### src/rtl/ahb_arbiter_pkg.sv
// Shared AHB encodings, burst-length helper and arbiter state type for the
// multi-master arbiter slice.
package ahb_arbiter_pkg;

  typedef enum logic [1:0] {
    TRANS_IDLE   = 2'b00,
    TRANS_BUSY   = 2'b01,
    TRANS_NONSEQ = 2'b10,
    TRANS_SEQ    = 2'b11
  } htrans_e;

  typedef enum logic [2:0] {
    BURST_SINGLE = 3'b000,
    BURST_INCR   = 3'b001,
    BURST_WRAP4  = 3'b010,
    BURST_INCR4  = 3'b011,
    BURST_WRAP8  = 3'b100,
    BURST_INCR8  = 3'b101,
    BURST_WRAP16 = 3'b110,
    BURST_INCR16 = 3'b111
  } hburst_e;

  typedef enum logic [1:0] {
    RESP_OKAY  = 2'b00,
    RESP_ERROR = 2'b01,
    RESP_RETRY = 2'b10,
    RESP_SPLIT = 2'b11
  } hresp_e;

  typedef enum logic [1:0] {
    ST_IDLE,
    ST_BURST,
    ST_INCR,
    ST_LOCKED
  } arb_state_e;

  // Undefined-length INCR counts as one beat; its extent is tracked by a flag.
  function automatic logic [4:0] burst_len(input logic [2:0] hburst);
    case (hburst)
      BURST_WRAP4,  BURST_INCR4:  return 5'd4;
      BURST_WRAP8,  BURST_INCR8:  return 5'd8;
      BURST_WRAP16, BURST_INCR16: return 5'd16;
      default:                    return 5'd1;
    endcase
  endfunction

endpackage

### src/rtl/ahb_arbiter_if.sv
// Arbiter-facing bus signals: requests, muxed owner controls, global response
// and the registered grant/owner outputs.
interface ahb_arbiter_if #(
  parameter int NUM_MASTERS = 4
);
  localparam int IW = $clog2(NUM_MASTERS);

  logic [NUM_MASTERS-1:0] HBUSREQ;
  logic [NUM_MASTERS-1:0] HLOCK;
  logic [1:0]             HTRANS;
  logic [2:0]             HBURST;
  logic                   HREADY;
  logic [1:0]             HRESP;
  logic [NUM_MASTERS-1:0] HGRANT;
  logic [IW-1:0]          HMASTER;
  logic                   HMASTLOCK;

  modport slave (
    input  HBUSREQ, HLOCK, HTRANS, HBURST, HREADY, HRESP,
    output HGRANT, HMASTER, HMASTLOCK
  );

  modport master (
    output HBUSREQ, HLOCK, HTRANS, HBURST, HREADY, HRESP,
    input  HGRANT, HMASTER, HMASTLOCK
  );

endinterface

### src/rtl/ahb_arb_picker.sv
// Combinational next-winner selector: round robin from ptr+1, or lowest index
// first when fixed_prio is set; DEFAULT_MASTER when nobody requests.
module ahb_arb_picker #(
  parameter  int NUM_MASTERS    = 4,
  parameter  int DEFAULT_MASTER = 0,
  localparam int IW             = $clog2(NUM_MASTERS)
) (
  input  logic [NUM_MASTERS-1:0] req,
  input  logic [IW-1:0]          ptr,
  input  logic                   fixed_prio,
  output logic [IW-1:0]          winner
);

  logic [IW-1:0] cand;

  // Loops run from the lowest-priority candidate up so the highest-priority
  // requester is the last to write winner.
  always_comb begin
    winner = IW'(DEFAULT_MASTER);
    cand   = '0;
    if (fixed_prio) begin
      for (int i = NUM_MASTERS - 1; i >= 0; i--) begin
        if (req[IW'(i)]) winner = IW'(i);
      end
    end else begin
      for (int k = NUM_MASTERS; k >= 1; k--) begin
        cand = IW'((int'(ptr) + k) % NUM_MASTERS);
        if (req[cand]) winner = cand;
      end
    end
  end

endmodule

### src/rtl/ahb_arbiter.sv
// Multi-master AHB arbiter; hands over only at legal burst boundaries.
// Define AHB_ARB_FIXED_PRIO_EN for fixed lowest-index priority instead of round robin.
module ahb_arbiter
  import ahb_arbiter_pkg::*;
#(
  parameter int NUM_MASTERS    = 4,
  parameter int DEFAULT_MASTER = 0
) (
  input logic           HCLK,
  input logic           HRESETn,
  ahb_arbiter_if.slave  bus
);

  localparam int IW = $clog2(NUM_MASTERS);
  localparam logic [IW-1:0] DEF_IDX = IW'(DEFAULT_MASTER);

  logic [4:0]             rem_q, rem_nxt;
  logic                   incr_q, incr_nxt;
  logic [NUM_MASTERS-1:0] grant_q, grant_nxt;
  logic [IW-1:0]          gnt_idx_q;
  logic [IW-1:0]          hmaster_q;
  logic                   hmastlock_q;
  logic                   owner_lock, owner_req;
  arb_state_e             state_nxt;
  logic                   arb_open;
  logic [IW-1:0]          pick_idx;
  logic [IW-1:0]          rr_ptr;
  logic                   fixed_prio;

`ifdef AHB_ARB_FIXED_PRIO_EN
  assign fixed_prio = 1'b1;
  assign rr_ptr     = '0;
`else
  // The address-phase owner doubles as the round-robin pointer.
  assign fixed_prio = 1'b0;
  assign rr_ptr     = hmaster_q;
`endif

  ahb_arb_picker #(
    .NUM_MASTERS    (NUM_MASTERS),
    .DEFAULT_MASTER (DEFAULT_MASTER)
  ) u_picker (
    .req        (bus.HBUSREQ),
    .ptr        (rr_ptr),
    .fixed_prio (fixed_prio),
    .winner     (pick_idx)
  );

  // Post-beat counter/flag values, the bus state they imply, and whether this
  // beat is a legal handover point.
  always_comb begin
    rem_nxt  = rem_q;
    incr_nxt = incr_q;
    case (bus.HTRANS)
      TRANS_NONSEQ: begin
        rem_nxt  = burst_len(bus.HBURST) - 5'd1;
        incr_nxt = (bus.HBURST == BURST_INCR);
      end
      TRANS_SEQ: begin
        if (rem_q != 5'd0) rem_nxt = rem_q - 5'd1;
      end
      TRANS_IDLE: begin
        rem_nxt  = 5'd0;
        incr_nxt = 1'b0;
      end
      default: ;
    endcase
    if (bus.HRESP == RESP_ERROR) begin
      rem_nxt  = 5'd0;
      incr_nxt = 1'b0;
    end

    owner_lock = bus.HLOCK[hmaster_q];
    owner_req  = bus.HBUSREQ[hmaster_q];

    if (owner_lock)             state_nxt = ST_LOCKED;
    else if (rem_nxt != 5'd0)   state_nxt = ST_BURST;
    else if (incr_nxt)          state_nxt = ST_INCR;
    else                        state_nxt = ST_IDLE;

    arb_open = (state_nxt == ST_IDLE) ||
               ((state_nxt == ST_INCR) && !owner_req);

    grant_nxt           = '0;
    grant_nxt[pick_idx] = 1'b1;
  end

  // Nothing moves on a wait state; HMASTER/HMASTLOCK trail the grant by one beat.
  always_ff @(posedge HCLK or negedge HRESETn) begin
    if (!HRESETn) begin
      rem_q       <= 5'd0;
      incr_q      <= 1'b0;
      grant_q     <= '0;
      grant_q[DEF_IDX] <= 1'b1;
      gnt_idx_q   <= DEF_IDX;
      hmaster_q   <= DEF_IDX;
      hmastlock_q <= 1'b0;
    end else if (bus.HREADY) begin
      rem_q  <= rem_nxt;
      incr_q <= incr_nxt;
      if (arb_open) begin
        grant_q   <= grant_nxt;
        gnt_idx_q <= pick_idx;
      end
      hmaster_q   <= gnt_idx_q;
      hmastlock_q <= bus.HLOCK[gnt_idx_q];
    end
  end

  assign bus.HGRANT    = grant_q;
  assign bus.HMASTER   = hmaster_q;
  assign bus.HMASTLOCK = hmastlock_q;

endmodule

### src/flat_wrapper.sv
// flat-port wrapper written by rule: the top's interface ports become plain ports
module ahb_arbiter_flat import ahb_arbiter_pkg::*;
#(
  parameter int NUM_MASTERS    = 4,
  parameter int DEFAULT_MASTER = 0
)
  (HCLK, HRESETn, bus_HBUSREQ, bus_HLOCK, bus_HTRANS, bus_HBURST, bus_HREADY, bus_HRESP, bus_HGRANT, bus_HMASTER, bus_HMASTLOCK);
  ahb_arbiter_if #(.NUM_MASTERS(NUM_MASTERS)) bus_i ();
  input logic HCLK;
  input logic HRESETn;
  input wire logic [$bits(bus_i.HBUSREQ)-1:0] bus_HBUSREQ;
  input wire logic [$bits(bus_i.HLOCK)-1:0] bus_HLOCK;
  input wire logic [$bits(bus_i.HTRANS)-1:0] bus_HTRANS;
  input wire logic [$bits(bus_i.HBURST)-1:0] bus_HBURST;
  input wire logic [$bits(bus_i.HREADY)-1:0] bus_HREADY;
  input wire logic [$bits(bus_i.HRESP)-1:0] bus_HRESP;
  output wire logic [$bits(bus_i.HGRANT)-1:0] bus_HGRANT;
  output wire logic [$bits(bus_i.HMASTER)-1:0] bus_HMASTER;
  output wire logic [$bits(bus_i.HMASTLOCK)-1:0] bus_HMASTLOCK;
  assign bus_i.HBUSREQ = bus_HBUSREQ;
  assign bus_i.HLOCK = bus_HLOCK;
  assign bus_i.HTRANS = bus_HTRANS;
  assign bus_i.HBURST = bus_HBURST;
  assign bus_i.HREADY = bus_HREADY;
  assign bus_i.HRESP = bus_HRESP;
  assign bus_HGRANT = bus_i.HGRANT;
  assign bus_HMASTER = bus_i.HMASTER;
  assign bus_HMASTLOCK = bus_i.HMASTLOCK;
  ahb_arbiter #(.NUM_MASTERS(NUM_MASTERS), .DEFAULT_MASTER(DEFAULT_MASTER)) u_core (.HCLK(HCLK), .HRESETn(HRESETn), .bus(bus_i));
endmodule
### config.mk
export PLATFORM = sky130hd
export DESIGN_NAME = ahb_arbiter_flat
export DESIGN_NICKNAME = d
export VERILOG_FILES = /design/src/rtl/ahb_arbiter_pkg.sv /design/src/rtl/ahb_arbiter_if.sv /design/src/rtl/ahb_arb_picker.sv /design/src/rtl/ahb_arbiter.sv /design/src/flat_wrapper.sv
export SDC_FILE = /design/constraint.sdc
export NUM_CORES = 1
export LEC_CHECK = 0
export CAP_MARGIN = 20
export CORE_MARGIN = 4
export CORE_UTILIZATION = 50
export DETAILED_ROUTE_END_ITERATION = 7
export GPL_ROUTABILITY_DRIVEN = 0
export PLACE_DENSITY = 0.8
export RECOVER_POWER = 100
export SYNTH_ARGS = -nofsm -noshare
export SYNTH_HDL_FRONTEND = slang
export SYNTH_SLANG_ARGS = --single-unit
### constraint.sdc
create_clock -name HCLK -period 4.1 [get_ports HCLK]
set_input_delay 0.82 -clock HCLK [delete_from_list [all_inputs] [get_ports HCLK]]
set_output_delay 0.82 -clock HCLK [all_outputs]
set_load 0.02 [all_outputs]
==> summary.txt, run 1 <==
Status
  – Outcome: complete, no violations

Global route
  – GRT Overall Usage: 0.208
  – First-pass GRT wire length: 4.40 mm
  – Pin count of the biggest net entering global routing: 16
  – Initial antenna violation count: 0
  – Grt ovf: 0
  – Vias in the first global route: 947

Clock tree
  – Root Driver: clkbuf_4
  – Setup Buffers After CTS: 0
  – Clock Path Buffers: 2
  – CTS tree: yes
  – Cells resized by post-CTS repair: 0
  – H-tree levels: 1
  – Clk sink count: 15
  – Skew-Pair Late Insertion Delay: roughly 0.28 ns
  – Clk slew on worst S/H paths: ~0.10 ns
  – TritonCTS buffer count: 3
  – Hold buffer count at cts: 0

Worst setup path
  – Crit. End Element: flop
  – Crit Path Max Fanout: 9
  – CP delay by family, top: simple AND/OR/NAND/NOR gates
  – WP buf/inv: 1
  – Crit path required time: 4.28 ns
  – Max incr delay on CP: ~0.80 ns
  – Crit-path slowest cell: nor4b_2
  – CP cell instances: dlygate4sd3_1 > nand2_1 > o311a_1 > o21ai_0 > nand4_2 > nor4b_2 > mux2_4
  – CP Class: in -> reg
  – WP data arrival: approximately 3.5 ns
  – Startpoint Class: input pin

Timing
  – Worst rel slew slack: 0.397
  – Unrepaired setup endpoints after global routing: false
  – Final worst setup slack: about 0.74 ns
  – Worst slew pin tran: approximately 0.90 ns
  – Minimum clock period: about 3.4 ns
  – Achievable Freq: between 0.2 and 0.3 GHz
  – Final Cycle Share: 0.819
  – Fin Setup TNS: 0 ns
  – Setup violators final: 0
  – Final max-slew violation count: 0
  – Clk_skew: 0.00524 ns
  – Final Hold Fails: 0

Detailed routing
  – Met2 WL: between 1 and 1.5 mm
  – DRC errors left: 0
  – Met3 routed WL: about 120 um
  – Via-to-Cell Ratio: around 5.7
  – Vias: approximately 900
  – DR pass1 iterations: 4
  – Post-DR wirelength/cell: around 15 um
  – Top Layer Used: met4
  – Met1 Routed Length: around 1.1 mm
  – Routed WL: around 2.5 mm
  – Detailed Route Iter0 Violations: 14
  – Post-route ant nets: 0

Cells and area
  – Nets: 153
  – Commonest non-fill, non-tap cell in the layout: dfrtp_1
  – Area added between synthesis and finish: 25.4%
  – ANT cells: 0
  – Filler cells: between 100 and 150
  – Commonest non-fill, non-tap cells in the layout: 14 x dfrtp_1, 13 x clkdlybuf4s50_1, 11 x nand2_1, 11 x dlygate4sd3_1
  – Fin util: 0.670
  – Share of layout cells above drive strength 1: 0.136
  – Final Cell Area: between 1000 and 1500 um^2

Die
  – Die ar.: 2920 um^2
  – # rows: 16
  – Boundary Pins: 25
  – Die Span Y: roughly 54 um
  – Starting Density: 0.535
  – Core Region: about 2000 um^2
  – Die width: approximately 54 um

Placement
  – IO buf count: 24
  – Post-DP HPWL: between 1.5 and 2 mm
  – DP Worst Slack: 0.845 ns
  – Placed instance area: 1320 um^2

Synth
  – Syn Area/Cell: 9.90 um^2
  – Synth Cell Area: approximately 1100 um^2
  – Syn_nets: about 130
  – Most used DFF post-synth: dfrtp_1
  – Yosys reg bits: 15
  – Synth warnings: 0
  – Async SR Flop Fraction: 1.00
  – Cell variety after synth: 44
  – Synth Instances: about 110
  – Sequential area share after synthesis: 0.355
  – Number of flops mapped to enable cells by yosys: 0

Power
  – Pwr dens: around 500 nW/um^2
  – Cell-internal power: around 0.0004 W
  – Comb pwr share: 0.479
  – VDD IR-drop max: between 0.3 and 0.4 mV
  – Net Sw Frac: 0.381
  – Clock power frac: 0.131
  – Sequential power share: 0.390
  – Net Switching: around 0.00025 W
  – Leak: just under 0.6 nW

Min path
  – Hold crit path type: reg -> reg

Job
  – Max-cap violations: 0
-- power groups by stage --
| stage | clock, W | combinational (W) | sequential (W) |
|---|---|---|---|
| floorplan | 0 | 0.000188 | 0.000275 |
| global placement | 0 | 0.000319 | 0.000255 |
| detailed placement | 0 | 0.000330 | 0.000255 |
| CTS | 0.0000869 | 0.000330 | 0.000255 |
| global route | 0.0000940 | 0.000343 | 0.000263 |
| finish | 0.0000850 | 0.000311 | 0.000253 |
-- routing by layer --
| layer | vias to the layer above | global-route usage |
|---|---|---|
| li1 | 439 | - |
| met1 | 432 | 0.251 |
| met2 | 29 | 0.383 |
| met3 | 2 | 0.0360 |
| met4 | 0 | 0.0415 |
| met5 | - | 0 |
-- flip-flops by register name, summed over array words and instances, names as in the netlist --
name and cells:
u_core.rem_q 5, u_core.bus.HMASTER 2, u_core.incr_q 1, u_core.gnt_idx_q 2
u_core.bus.HMASTLOCK 1, u_core.bus.HGRANT 4
-- synth_stat cells (2+ instances only) --
| cell type | count | area [um^2] |
|---|---|---|
| a21oi_1 | 4 | 20.0 |
| o21ai_1 | 2 | 10.0 |
| mux2_4 | 4 | 60.1 |
| nand2_1 | 10 | 37.5 |
| inv_1 | 9 | 33.8 |
| and2b_1 | 2 | 15.0 |
| mux4_2 | 2 | 45.0 |
| nand3_1 | 2 | 10.0 |
| mux2_2 | 3 | 33.8 |
| mux2i_1 | 7 | 70.1 |
| buf_4 | 2 | 15.0 |
| nand3b_1 | 2 | 15.0 |
| ha_1 | 2 | 25.0 |
| nor2_1 | 3 | 11.3 |
| nor3_1 | 4 | 20.0 |
| o21ai_0 | 8 | 40.0 |
| dfrtp_1 | 14 | 350 |
-- layout make-up --
class,instances,area [um^2],share of cell area
Sequential cell,15,377,0.283
Inverter,9,33.8,0.0254
Timing Repair Buffer,24,240,0.181
Clock buffer,3,22.5,0.0169
Multi-Input combinational cell,80,617,0.464
Tap cell,27,33.8,0.0254
Clock inverter,1,5.00,0.00377
-- per-stage QoR --
stage / hold WS (ns) / power [W] / cells
2_1_floorplan: 0.504 / 0.000463 / 107
3_3_place_gp: 0.490 / 0.000574 / 155
3_5_place_dp: 0.497 / 0.000585 / 155
4_1_cts: 0.519 / 0.000672 / 159
5_1_grt: 0.546 / 0.000700 / 159
6_report: 0.513 / 0.000648 / 159
-- cells by family (layout without fill, tap and decap cells) --
family | after synthesis | in the layout | synth area share
buffers and inverters | 12 | 37 | 0.0496
adder cells (fa/ha/maj) | 2 | 2 | 0.0236
AND/OR/NAND/NOR | 36 | 36 | 0.215
flip-flops | 15 | 15 | 0.355
AO/OA/AOI/OAI | 24 | 24 | 0.143
XOR/XNOR | 2 | 2 | 0.0165
multiplexers | 16 | 16 | 0.197
-- worst paths after layout --
check | startpoint | end | slack, ns | depth (start not counted)
min in group asynchronous | HRESETn | u_core.bus.HGRANT[2]$_DFFE_PN0P_ | 1.01 | 1
worst min register to register | u_core.bus.HMASTLOCK$_DFFE_PN0P_ | u_core.bus.HMASTLOCK$_DFFE_PN0P_ | 0.51 | 1
worst max-delay path | bus_HTRANS[1] | u_core.gnt_idx_q[1]$_DFFE_PN0P_ | 0.74 | 7
worst max register to register | u_core.rem_q[1]$_DFFE_PN0P_ | u_core.gnt_idx_q[1]$_DFFE_PN0P_ | 1.28 | 8
max in group asynchronous | HRESETn | u_core.rem_q[3]$_DFFE_PN0P_ | 2.66 | 1
worst min-delay path | u_core.bus.HMASTLOCK$_DFFE_PN0P_ | u_core.bus.HMASTLOCK$_DFFE_PN0P_ | 0.51 | 1
(Power assumes the default switching activity.)
==> run 2, diff against run 1 <==
--- a/config.mk
+++ b/config.mk
@@ -7,10 +7,10 @@
 export LEC_CHECK = 0
 export CAP_MARGIN = 20
 export CORE_MARGIN = 4
-export CORE_UTILIZATION = 50
+export CORE_UTILIZATION = 49
 export DETAILED_ROUTE_END_ITERATION = 7
 export GPL_ROUTABILITY_DRIVEN = 0
-export PLACE_DENSITY = 0.8
+export PLACE_DENSITY = 0.79
 export RECOVER_POWER = 100
 export SYNTH_ARGS = -nofsm -noshare
 export SYNTH_HDL_FRONTEND = slang
==> constraint.sdc (replaced) <==
create_clock -name HCLK -period 3.15 [get_ports HCLK]
set_input_delay 0.63 -clock HCLK [delete_from_list [all_inputs] [get_ports HCLK]]
set_output_delay 0.63 -clock HCLK [all_outputs]
set_load 0.02 [all_outputs]
==> run 2 against run 1 <==
Total power grew 29%. Clock power grew 26%. Critical path depth is 1 higher.
==> summary.txt, run 2 (same netlist as run 1, synthesis figures left out) <==
Cells and area
  – Share of layout cells above drive strength 1: 0.149
  – Filler cells: between 150 and 200
  – Commonest non-fill, non-tap cell in the layout: dfrtp_1
  – Commonest non-fill, non-tap cells in the layout: 14 x dfrtp_1, 13 x clkdlybuf4s50_1, 11 x dlygate4sd3_1, 10 x nand2_1
  – Top reg by flops: u_core.rem_q
  – ANT cells: 0
  – Area added between synthesis and finish: 27.4%
  – Nets: about 160
  – Max reg flops: 5
  – Multi-input logic area: about 630 um^2
  – Final Non-Filler Cells: 161
  – Final Cell Area: 1350 um^2
  – Sequential Area: between 300 and 400 um^2
  – Fin util: 0.674

Die
  – Starting Density: 0.529
  – Die ar.: roughly 3000 um^2
  – Die Span Y: around 55 um
  – Core Region: approximately 2000 um^2
  – Boundary Pins: 25
  – Die width: about 55 um
  – # rows: 16

Worst setup path
  – Startpoint Class: input pin
  – Crit Path Max Fanout: 9
  – CP cell instances: dlygate4sd3_1 > nand2_2 > o311a_1 > o21ai_0 > nand4_2 > nor4b_4 > buf_4 > mux2_1
  – Max incr delay on CP: about 0.7 ns
  – RR Startpoint: u_core.rem_q[1]$_DFFE_PN0P_
  – Crit. End Element: flop
  – WP data arrival: a little under 3 ns
  – CP delay by family, top: buffers and inverters
  – Crit-path slowest cell: dlygate4sd3_1
  – WP buf/inv: 2
  – CP Class: in -> reg
  – R2R setup slack: roughly 0.70 ns
  – R2R Path End: u_core.bus.HGRANT[1]$_DFFE_PN0P_
  – Reg2reg path depth: 9
  – Crit path required time: about 3.3 ns

Timing
  – Minimum clock period: 2.80 ns
  – Clk_skew: 0.00471 ns
  – Final max-slew violation count: 0
  – Worst rel slew slack: 0.555
  – Final Cycle Share: 0.889
  – Hold slack final: between 0.4 and 0.5 ns
  – Achievable Freq: around 0.36 GHz
  – Unrepaired setup endpoints after global routing: false
  – Worst slew pin tran: 0.665 ns
  – Final Hold Fails: 0
  – Fin Setup TNS: 0 ns
  – Setup violators final: 0

Clock tree
  – Cells resized by post-CTS repair: 0
  – Root Driver: clkbuf_4
  – Clk sink count: 15
  – Hold buffer count at cts: 0
  – Skew-Pair Late Insertion Delay: around 0.28 ns
  – Clock Path Buffers: 2
  – Setup Buffers After CTS: 0
  – H-tree levels: 1
  – TritonCTS buffer count: 3
  – CTS tree: yes
  – Clk slew on worst S/H paths: about 0.090 ns

Min path
  – Hold endpoint: u_core.bus.HGRANT[1]$_DFFE_PN0P_
  – Cells on Worst Hold Path: 1
  – Hold crit path type: reg -> reg
  – Hold Startpoint: u_core.bus.HGRANT[1]$_DFFE_PN0P_

Power
  – VDD IR-drop max: 0.426 mV
  – Pwr dens: between 600 and 700 nW/um^2
  – Leak: around 0.6 nW

Detailed routing
  – Post-DR wirelength/cell: about 14 um
  – Detailed Route Iter0 Violations: 17
  – Via-to-Cell Ratio: 5.51
  – DRC errors left: 0
  – Post-route ant nets: 0
  – Routed WL: around 2.2 mm
  – DR pass1 iterations: 4
  – Vias: 887

Placement
  – Placed instance area: approximately 1300 um^2
  – IO buf count: 24
  – Post-DP HPWL: around 1.7 mm
  – Cells after DPL: ~160

Global route
  – Initial antenna violation count: 0
  – GRT Overall Usage: 0.178
  – Vias in the first global route: roughly 850
  – Grt ovf: 0
  – Pin count of the biggest net entering global routing: 16
  – First-pass GRT wire length: approximately 3.7 mm

Job
  – Max-cap violations: 0

Status
  – Outcome: complete, no violations
==> run 2: cell types whose count changed in the layout (fill, tap and decap cells not counted), sizes merged <==
cell,before,now
clkbuf,3,4
buf,0,1
==> run 2: per-stage QoR <==
step	power (W)	worst slack, ns
6_report	0.000835	0.349
5_1_grt	0.000905	0.215
4_1_cts	0.000871	0.514
3_5_place_dp	0.000760	0.216
3_3_place_gp	0.000751	0.259
2_1_floorplan	0.000603	0.777
==> run 2: worst max-delay path by stage <==
stage | to | slack (ns) | cells past startpoint | startpoint
after floorplan | u_core.bus.HGRANT[1]$_DFFE_PN0P_ | 0.78 | 5 | bus_HLOCK[3]
after global placement | u_core.gnt_idx_q[1]$_DFFE_PN0P_ | 0.26 | 8 | bus_HTRANS[1]
after detailed placement | u_core.bus.HGRANT[3]$_DFFE_PN0P_ | 0.22 | 8 | bus_HTRANS[1]
after CTS | u_core.bus.HGRANT[3]$_DFFE_PN0P_ | 0.51 | 8 | bus_HTRANS[1]
after global routing | u_core.bus.HGRANT[1]$_DFFE_PN0P_ | 0.22 | 8 | bus_HTRANS[1]
final | u_core.bus.HGRANT[1]$_DFFE_PN0P_ | 0.35 | 8 | bus_HTRANS[1]
==> run 2: per-layer routing <==
layer | vias up | part of all wire | track usage
li1 | 447 | - | -
met1 | 413 | 0.46 | 0.217
met2 | 25 | 0.48 | 0.317
met3 | 2 | 0.057 | 0.0272
met4 | 0 | 0.0081 | 0.0622
met5 | - | 0 | 0
==> run 2: report_power, final <==
group          internal, W  switching (W)  total (W)
combinational     0.000215       0.000187   0.000402
sequential        0.000260      0.0000661   0.000326
clock            0.0000470      0.0000602   0.000107
total             0.000522       0.000314   0.000835
==> run 2: worst reg2reg max path: stages, from the launching register on <==
cell and delay, ns:
dfrtp_1 0.42, inv_1 0.11, ha_1 0.20, nand2_2 0.08
o311a_1 0.29, o21ai_0 0.28, nand4_2 0.18, nor4b_4 0.27
buf_4 0.20, mux2_1 0.32
==> run 2: layout make-up <==
class	count	area share
well taps	27	0.0250
clock buffers	3	0.0167
multi-input cells	80	0.464
inverters	9	0.0250
repair buffers	26	0.186
clock inverters	1	0.00371
flip-flops and latches	15	0.279
